--- src/rtl/img_frame_seq_if.sv ---
// img_frame_seq_if: host/buffer-side control bundle of the frame sequencer.
// The master modport is the host side (pixel source/sink, buffer finish flag).
// The slave modport is the sequencer itself.
interface img_frame_seq_if;

    localparam int unsigned PIX_W = 9;

    logic             start;
    logic             src_valid;
    logic             src_ready;
    logic             buf_enable;
    logic             sink_ready;
    logic             buf_enable_process;
    logic             out_valid;
    logic             buf_finish;
    logic [PIX_W-1:0] pix_x;
    logic [PIX_W-1:0] pix_y;
    logic             busy;
    logic             done;
    logic             error;

    modport master (
        output start,
        output src_valid,
        output sink_ready,
        output buf_finish,
        input  src_ready,
        input  buf_enable,
        input  buf_enable_process,
        input  out_valid,
        input  pix_x,
        input  pix_y,
        input  busy,
        input  done,
        input  error
    );

    modport slave (
        input  start,
        input  src_valid,
        input  sink_ready,
        input  buf_finish,
        output src_ready,
        output buf_enable,
        output buf_enable_process,
        output out_valid,
        output pix_x,
        output pix_y,
        output busy,
        output done,
        output error
    );

endinterface

--- src/rtl/img_frame_seq.sv ---
// img_frame_seq: frame sequencer for the padded image buffer.
// Loads WIDTH x DEPTH pixels, one turnaround cycle, streams the frame out,
// then reports done (or error). Pixel data does not pass through here.
// Optional feature macro: IMG_SEQ_TIMEOUT_EN (DRAIN waits for buf_finish,
// bounded by TIMEOUT cycles, otherwise enters ERR).
module img_frame_seq #(
    parameter int unsigned WIDTH   = 410,
    parameter int unsigned DEPTH   = 361,
    parameter int unsigned TIMEOUT = 16
) (
    input logic            clk,
    input logic            rst_n,
    img_frame_seq_if.slave bus
);

    localparam int unsigned PIX_W = 9;
    localparam logic [PIX_W-1:0] X_LAST = PIX_W'(WIDTH - 1);
    localparam logic [PIX_W-1:0] Y_LAST = PIX_W'(DEPTH - 1);

    typedef enum logic [2:0] {
        S_IDLE,
        S_LOAD,
        S_TURN,
        S_PROC,
        S_DRAIN,
        S_DONE,
        S_ERR
    } state_e;

    state_e           state_q, state_d;
    logic [PIX_W-1:0] pix_x_q, pix_x_d;
    logic [PIX_W-1:0] pix_y_q, pix_y_d;
    logic             out_valid_q, out_valid_d;
    logic             busy_q, busy_d;
    logic             done_q, done_d;
    logic             step_c;
    logic             last_c;

`ifdef IMG_SEQ_TIMEOUT_EN
    localparam int unsigned TMO_W = $clog2(TIMEOUT + 1);
    logic [TMO_W-1:0] tmo_q, tmo_d;
    logic             error_q, error_d;
`endif

    // Mealy handshake: load/read strobes follow the live valid/ready inputs
    assign bus.src_ready          = (state_q == S_LOAD);
    assign bus.buf_enable         = (state_q == S_LOAD) & bus.src_valid;
    assign bus.buf_enable_process = (state_q == S_PROC) & bus.sink_ready;

    assign bus.out_valid = out_valid_q;
    assign bus.pix_x     = pix_x_q;
    assign bus.pix_y     = pix_y_q;
    assign bus.busy      = busy_q;
    assign bus.done      = done_q;

`ifdef IMG_SEQ_TIMEOUT_EN
    assign bus.error = error_q;
`else
    // Without the timeout, DRAIN is fixed-length and ERR is unreachable
    assign bus.error = 1'b0;
    logic unused_c;
    assign unused_c = ^{bus.buf_finish, 32'(TIMEOUT)};
`endif

    // One pixel moves per load transfer or per process read
    assign step_c = bus.buf_enable | bus.buf_enable_process;
    assign last_c = step_c && (pix_x_q == X_LAST) && (pix_y_q == Y_LAST);

    // Next-state, raster counter walk and registered-output decode
    always_comb begin
        state_d = state_q;
        pix_x_d = pix_x_q;
        pix_y_d = pix_y_q;
`ifdef IMG_SEQ_TIMEOUT_EN
        tmo_d   = tmo_q;
`endif

        // x is the fast index; both wrap to zero after the last pixel
        if (step_c) begin
            if (pix_x_q == X_LAST) begin
                pix_x_d = '0;
                pix_y_d = (pix_y_q == Y_LAST) ? '0 : pix_y_q + PIX_W'(1);
            end else begin
                pix_x_d = pix_x_q + PIX_W'(1);
            end
        end

        unique case (state_q)
            S_IDLE: begin
                pix_x_d = '0;
                pix_y_d = '0;
                if (bus.start) begin
                    state_d = S_LOAD;
                end
            end
            S_LOAD: begin
                if (last_c) begin
                    state_d = S_TURN;
                end
            end
            // Guard cycle so enable and enable_process are never both high
            S_TURN: begin
                state_d = S_PROC;
            end
            S_PROC: begin
                if (last_c) begin
                    state_d = S_DRAIN;
`ifdef IMG_SEQ_TIMEOUT_EN
                    tmo_d   = '0;
`endif
                end
            end
            S_DRAIN: begin
`ifdef IMG_SEQ_TIMEOUT_EN
                if (bus.buf_finish) begin
                    state_d = S_DONE;
                end else if (tmo_q == TMO_W'(TIMEOUT - 1)) begin
                    state_d = S_ERR;
                end else begin
                    tmo_d = tmo_q + TMO_W'(1);
                end
`else
                state_d = S_DONE;
`endif
            end
            S_DONE: begin
                state_d = S_IDLE;
            end
            S_ERR: begin
                pix_x_d = '0;
                pix_y_d = '0;
                if (bus.start) begin
                    state_d = S_LOAD;
                end
            end
            default: begin
                state_d = S_IDLE;
                pix_x_d = '0;
                pix_y_d = '0;
            end
        endcase

        // Status flags are decoded from the next state so they align with it
        out_valid_d = bus.buf_enable_process;
        busy_d      = (state_d != S_IDLE);
        done_d      = (state_d == S_DONE);
`ifdef IMG_SEQ_TIMEOUT_EN
        error_d     = (state_d == S_ERR);
`endif
    end

    // State, counters and status registers
    always_ff @(posedge clk or negedge rst_n) begin
        if (!rst_n) begin
            state_q     <= S_IDLE;
            pix_x_q     <= '0;
            pix_y_q     <= '0;
            out_valid_q <= 1'b0;
            busy_q      <= 1'b0;
            done_q      <= 1'b0;
`ifdef IMG_SEQ_TIMEOUT_EN
            tmo_q       <= '0;
            error_q     <= 1'b0;
`endif
        end else begin
            state_q     <= state_d;
            pix_x_q     <= pix_x_d;
            pix_y_q     <= pix_y_d;
            out_valid_q <= out_valid_d;
            busy_q      <= busy_d;
            done_q      <= done_d;
`ifdef IMG_SEQ_TIMEOUT_EN
            tmo_q       <= tmo_d;
            error_q     <= error_d;
`endif
        end
    end

endmodule

--- src/flat_wrapper.sv ---
// flat-port wrapper written by rule: the top's interface ports become plain ports
module img_frame_seq_flat 
#(
    parameter int unsigned WIDTH   = 410,
    parameter int unsigned DEPTH   = 361,
    parameter int unsigned TIMEOUT = 16
)
  (clk, rst_n, bus_start, bus_src_valid, bus_sink_ready, bus_buf_finish, bus_src_ready, bus_buf_enable, bus_buf_enable_process, bus_out_valid, bus_pix_x, bus_pix_y, bus_busy, bus_done, bus_error);
  img_frame_seq_if bus_i ();
  input logic clk;
  input logic rst_n;
  input wire logic [$bits(bus_i.start)-1:0] bus_start;
  input wire logic [$bits(bus_i.src_valid)-1:0] bus_src_valid;
  input wire logic [$bits(bus_i.sink_ready)-1:0] bus_sink_ready;
  input wire logic [$bits(bus_i.buf_finish)-1:0] bus_buf_finish;
  output wire logic [$bits(bus_i.src_ready)-1:0] bus_src_ready;
  output wire logic [$bits(bus_i.buf_enable)-1:0] bus_buf_enable;
  output wire logic [$bits(bus_i.buf_enable_process)-1:0] bus_buf_enable_process;
  output wire logic [$bits(bus_i.out_valid)-1:0] bus_out_valid;
  output wire logic [$bits(bus_i.pix_x)-1:0] bus_pix_x;
  output wire logic [$bits(bus_i.pix_y)-1:0] bus_pix_y;
  output wire logic [$bits(bus_i.busy)-1:0] bus_busy;
  output wire logic [$bits(bus_i.done)-1:0] bus_done;
  output wire logic [$bits(bus_i.error)-1:0] bus_error;
  assign bus_i.start = bus_start;
  assign bus_i.src_valid = bus_src_valid;
  assign bus_i.sink_ready = bus_sink_ready;
  assign bus_i.buf_finish = bus_buf_finish;
  assign bus_src_ready = bus_i.src_ready;
  assign bus_buf_enable = bus_i.buf_enable;
  assign bus_buf_enable_process = bus_i.buf_enable_process;
  assign bus_out_valid = bus_i.out_valid;
  assign bus_pix_x = bus_i.pix_x;
  assign bus_pix_y = bus_i.pix_y;
  assign bus_busy = bus_i.busy;
  assign bus_done = bus_i.done;
  assign bus_error = bus_i.error;
  img_frame_seq #(.WIDTH(WIDTH), .DEPTH(DEPTH), .TIMEOUT(TIMEOUT)) u_core (.clk(clk), .rst_n(rst_n), .bus(bus_i));
endmodule
--- config.mk ---
export PLATFORM = sky130hd
export DESIGN_NAME = img_frame_seq_flat
export DESIGN_NICKNAME = d
export VERILOG_FILES = /design/src/rtl/img_frame_seq_if.sv /design/src/rtl/img_frame_seq.sv /design/src/flat_wrapper.sv
export SDC_FILE = /design/constraint.sdc
export NUM_CORES = 1
export LEC_CHECK = 0
export ABC_AREA = 1
export CAP_MARGIN = 20
export CORE_MARGIN = 2
export CORE_UTILIZATION = 30
export DETAILED_ROUTE_END_ITERATION = 7
export DONT_BUFFER_PORTS = 1
export PLACE_DENSITY = 0.48
export SLEW_MARGIN = 20
export SYNTH_ARGS = -nofsm -noshare
export SYNTH_HDL_FRONTEND = slang
export SYNTH_SLANG_ARGS = --single-unit
--- constraint.sdc ---
create_clock -name clk -period 1.7 [get_ports clk]
set_clock_uncertainty 0.15 [all_clocks]
set_input_delay 0.34 -clock clk [delete_from_list [all_inputs] [get_ports clk]]
set_output_delay 0.34 -clock clk [all_outputs]
set_load 0.03 [all_outputs]
After elaboration in Yosys (flattened, before gate mapping) --
Index checks and enable logic that the tools add are counted.
Storage, ports and cells: register bits after elaboration 24, output and inout bits 25, input port bits 6, logic and storage cells 40
Cells by class: reductions and logical operators 7, add/subtract/negate cells 2, equal/unequal tests 11, bitwise logic cells 3, multiplexer cells 11
Operators by type and width (number):
- two-way mux 9 bit | 7
- adder 9 x 1 -> 9 bit (second input constant) | 2
- == test 9 bit (second input constant) | 2
- one-hot mux 3 bit (5 select lines) | 1
- == test 3 bit (second input constant) | 4
- two-way mux 3 bit | 3
- == test 3 x 2 -> 1 bit (second input constant) | 2
- OR reduction 5 bit | 1
- != test 2 x 1 -> 1 bit (second input constant) | 2
- == test 3 x 1 -> 1 bit (second input constant) | 1
- logical NOT 3 bit | 1
- nonzero test 3 bit | 1
- AND 1 bit | 2
- logical AND 1 bit | 2
- AND reduction 2 bit | 1
- OR reduction 2 bit | 1
- bitwise OR 1 bit | 1

Longest topological paths before layout --
word-level depth 8, mapped depth 11, gate-level depth less buffers 11

Least setup slack after synthesis --
Ideal clock, no wire load.
path kind register to register, start point register u_core.pix_y_q[0], in the netlist u_core.bus.pix_y[0], end point register u_core.pix_y_q[4], in the netlist u_core.bus.pix_y[4], path buffers 1, clock period less this slack 1.712 ns, data required time 1.428 ns, path slack -0.012 ns, setup time 0.122 ns, cell stages (with the launch flop) 10, data arrival time 1.440 ns, cells stage by stage dfrtp_1 > inv_1 > ha_1 > nand2_1 > nor2_1 > nand2_1 > and2_1 > buf_2 > a21oi_1 > a21oi_1
Between the ends: word-level cells in the longest chain between the ends 5, elaborated cells between the ends (all ways) 6, classes of those cells add/sub: 1; eq/ne: 1; mux: 4
RTL lines:
- from (decl) | RTL line img_frame_seq.sv:32 | logic [PIX_W-1:0] pix_y_q, pix_y_d;
- from (signal assigned) | RTL line img_frame_seq.sv:168 | pix_y_q <= pix_y_d;
- adder 9 x 1 -> 9 bit / == test 9 bit (equally long branches) | RTL line img_frame_seq.sv:82 | pix_y_d = (pix_y_q == Y_LAST) ? '0 : pix_y_q + PIX_W'(1);
- two-way mux 9 bit * | RTL line img_frame_seq.sv:82
- two-way mux 9 bit * | RTL line img_frame_seq.sv:80 | if (pix_x_q == X_LAST) begin
- two-way mux 9 bit * | RTL line img_frame_seq.sv:79 | if (step_c) begin
- two-way mux 9 bit * | RTL line img_frame_seq.sv:88 | unique case (state_q)
Mark *: on every way between the ends. The rest lies on a longest branch, timed or not. The select of a mux whose other input is x is not followed. A chain may end at the register's enable or synchronous reset.

Worst setup path after layout --
start point register u_core.state_q[1], end point register u_core.pix_y_q[6], in the netlist u_core.bus.pix_y[6]
Between the ends: word-level cells in the longest chain between the ends 5, elaborated cells between the ends (all ways) 13, classes of those cells eq/ne: 7; mux: 1; bitwise: 3; reduce/logical: 2
RTL lines:
- from (decl) | RTL line img_frame_seq.sv:30 | state_e state_q, state_d;
- from (signal assigned) | RTL line img_frame_seq.sv:166 | state_q <= state_d;
- == test 3 x 1 -> 1 bit / == test 3 x 2 -> 1 bit (equally long branches) | RTL line img_frame_seq.sv:47, img_frame_seq.sv:88, img_frame_seq.sv:48
- AND 1 bit (on tied branches) | RTL line img_frame_seq.sv:47, img_frame_seq.sv:48
- bitwise OR 1 bit | RTL line img_frame_seq.sv:66 | assign step_c = bus.buf_enable | bus.buf_enable_process;
- != test 2 x 1 -> 1 bit (no line)
- AND reduction 2 bit (no line)
Several ways; a longest one is shown, not always the timed one.

==> metrics.txt <==
P_int=about 0.0012 W; critical path startpoint=u_core.state_q[1]$_DFF_PN0_; Die Wd=74.4 um; Fmax achieved=around 600 MHz; vias in the first global route=approximately 1,300; I/O pins=31; Synth area leaders=dfrtp_1 40%, nand2_1 12%, inv_1 8.6%; CP Class=reg -> reg; Port Buffers=0; Setup WS post-layout=33.1 ps; # diodes=0; syn_area_per_cell=~7.4 um^2; GR Overflow Total=0; Final nets=~250; Synth Cell Area=approximately 1500 um^2; Final Hold Fails=0; WL per Instance=between 10 and 15 um; clk_lat worst skew=270 ps; final period utilization=0.981; Vias/cell=approximately 4.5; TritonCTS clock tree=done; die area=5530 um^2; post-route cell area=between 2000 and 2500 um^2; area share of the largest cell type after synthesis=0.404; Initial Util=0.312; CTS Buf Count=3; Netlist cell types=26; DP Area=approximately 1800 um^2; first-pass GRT wire length=a little under 6000 um; area grow syn2layout=43.7%; Final Critical Period=approximately 1700 ps; Crit. End Element=flip-flop; Post-Place Setup Slack=-4.27 ps; Power, Total=between 0.002 and 0.0025 W; via count=~1,400; Pre-antenna DRT Iters=5; die height=about 74 um; most frequent cells in the layout=33 x nand2_1, 33 x buf_4, 26 x inv_1; Worst Hold Class=in -> reg; Syn Inst Count=202; Clock power frac=0.197; Slew Limit Fails=0; DRT antenna net count=0; final setup TNS=0 ps; hold wc startpoint=bus_start; core area=4750 um^2; clk slew on worst S/H paths=90 ps; CTS HTree Levels=1; endpoints failing setup=0; power per cell area=about 950 nW/um^2; RR Startpoint=u_core.state_q[1]$_DFF_PN0_; maximum vdd drop=0.619 mV; Row Count=25; number of fill cells=roughly 500; initial antenna violation count=0; layout cells sized above 1=0.430; post-detail-place hpwl=~2500 um; Psw=roughly 0.00081 W; Critical Path RT=~1700 ps; Root Buffer Master=clkbuf_8; syn nets=between 200 and 250; area leader, netlist=dfrtp_1; GP Congestion=0.778; GRT Resource Usage Total=0.138; Startpoint Class=flip-flop; RSZ-0062 raised after global routing=true; synthesis warning total=0; Synth Register Bits=24; Sequential Power Share=0.374; status=completed; largest net degree at the start of global routing=25; Data arrival, critical path=around 1700 ps; DRC=0; Sw Share=0.396; combinational share of power=0.429; total clock sinks=24; WL final=roughly 3700 um; maxcap violations=0; leak pwr=approximately 1.0 nW; utilization after layout=0.449; sequential area share after synthesis=0.404; deepest clock path buffer count=2; initial drt markers=36; crit-path max FO=5
[power by group through the flow]
stage | Sequential (W) | Clock [W] | Combinational [W]
floorplan | 0.000932 | 0 | 0.000255
global route | 0.000778 | 0.000443 | 0.000947
finish | 0.000762 | 0.000400 | 0.000874
global placement | 0.000767 | 0 | 0.000675
CTS | 0.000751 | 0.000418 | 0.000734
detailed placement | 0.000764 | 0 | 0.000678
[path summary, 6_finish.rpt]
| check | endpoint | slack [ps] | cells past startpoint |
|---|---|---|---|
| worst min register to register | u_core.bus.done$_DFF_PN0_ | 390 | 1 |
| worst max-delay path | u_core.bus.pix_y[6]$_DFFE_PN0P_ | 30 | 8 |
| min in group asynchronous | u_core.bus.pix_y[2]$_DFFE_PN0P_ | 340 | 2 |
| worst min-delay path | u_core.state_q[0]$_DFF_PN0_ | 110 | 2 |
| max in group asynchronous | u_core.bus.pix_y[0]$_DFFE_PN0P_ | 880 | 2 |
| worst max register to register | u_core.bus.pix_y[6]$_DFFE_PN0P_ | 30 | 8 |
[sequential cells by signal, indices dropped and copies added (netlist names)]
register              count
u_core.bus.out_valid      1
u_core.bus.done           1
u_core.bus.busy           1
u_core.bus.pix_x          9
u_core.state_q            3
u_core.bus.pix_y          9
[final cells by class]
class                   instances  area (um^2)  share of cell area
flip-flops and latches         24          606               0.284
multi-input cells             138          875               0.410
inverters                      37          161              0.0756
repair buffers                 39          354               0.166
well taps                      67         83.8              0.0393
clock buffers                   4         55.1              0.0258
[per-stage QoR]
| stage | cells | hold WS [ps] |
|---|---|---|
| 2_1_floorplan | 202 | -106 |
| 3_3_place_gp | 292 | -105 |
| 3_5_place_dp | 292 | -105 |
| 4_1_cts | 301 | 110 |
| 5_1_grt | 309 | 113 |
| 6_report | 309 | 112 |
[cell usage after synthesis, drive strengths merged]
master and n:
a211oi 1, a21oi 12, and2 3, buf 4
clkinv 1, conb 1, dfrtp 24, ha 4
inv 36, nand2 48, nand3 18, nand4 8
nor2 23, o21a 1, o21ai 16, o21bai 1
o22ai 1
[timing repair]
| action | CTS | global route |
|---|---|---|
| hold endpoints to repair | 24 | 0 |
| gates cloned | 0 | 2 |
| pin swaps | 4 | 15 |
| gates resized for setup | 10 | 59 |
| buffers inserted | 3 | 6 |
| endpoints found under the setup margin | 11 | 22 |
| hold buffers | 2 | 0 |
[layer usage]
metal	vias to the layer above	part of all wire	track usage
li1	725	-	-
met1	642	0.47	0.189
met2	27	0.48	0.215
met3	2	0.050	0.0312
met4	0	0.0064	0.0476
met5	-	0	0
[worst max-delay path: stages, from the launching register on]
cell and delay (ps):
dfrtp_2 450, inv_2 80, nand4_1 180, buf_4 210, nand3_4 120, buf_4 150, nand2_4 70, a21oi_2 100
a21oi_1 50
[kinds of logic after synthesis]
kind of cell / count (synthesis) / synth area share
other: 1 / 0.00252
DFF: 24 / 0.404
buffers and inverters: 41 / 0.118
AOI/OAI and AO/OA: 32 / 0.126
and+or+nand+nor: 100 / 0.315
adders and majority gates: 4 / 0.0337
Power figures use the tool's default switching activity.
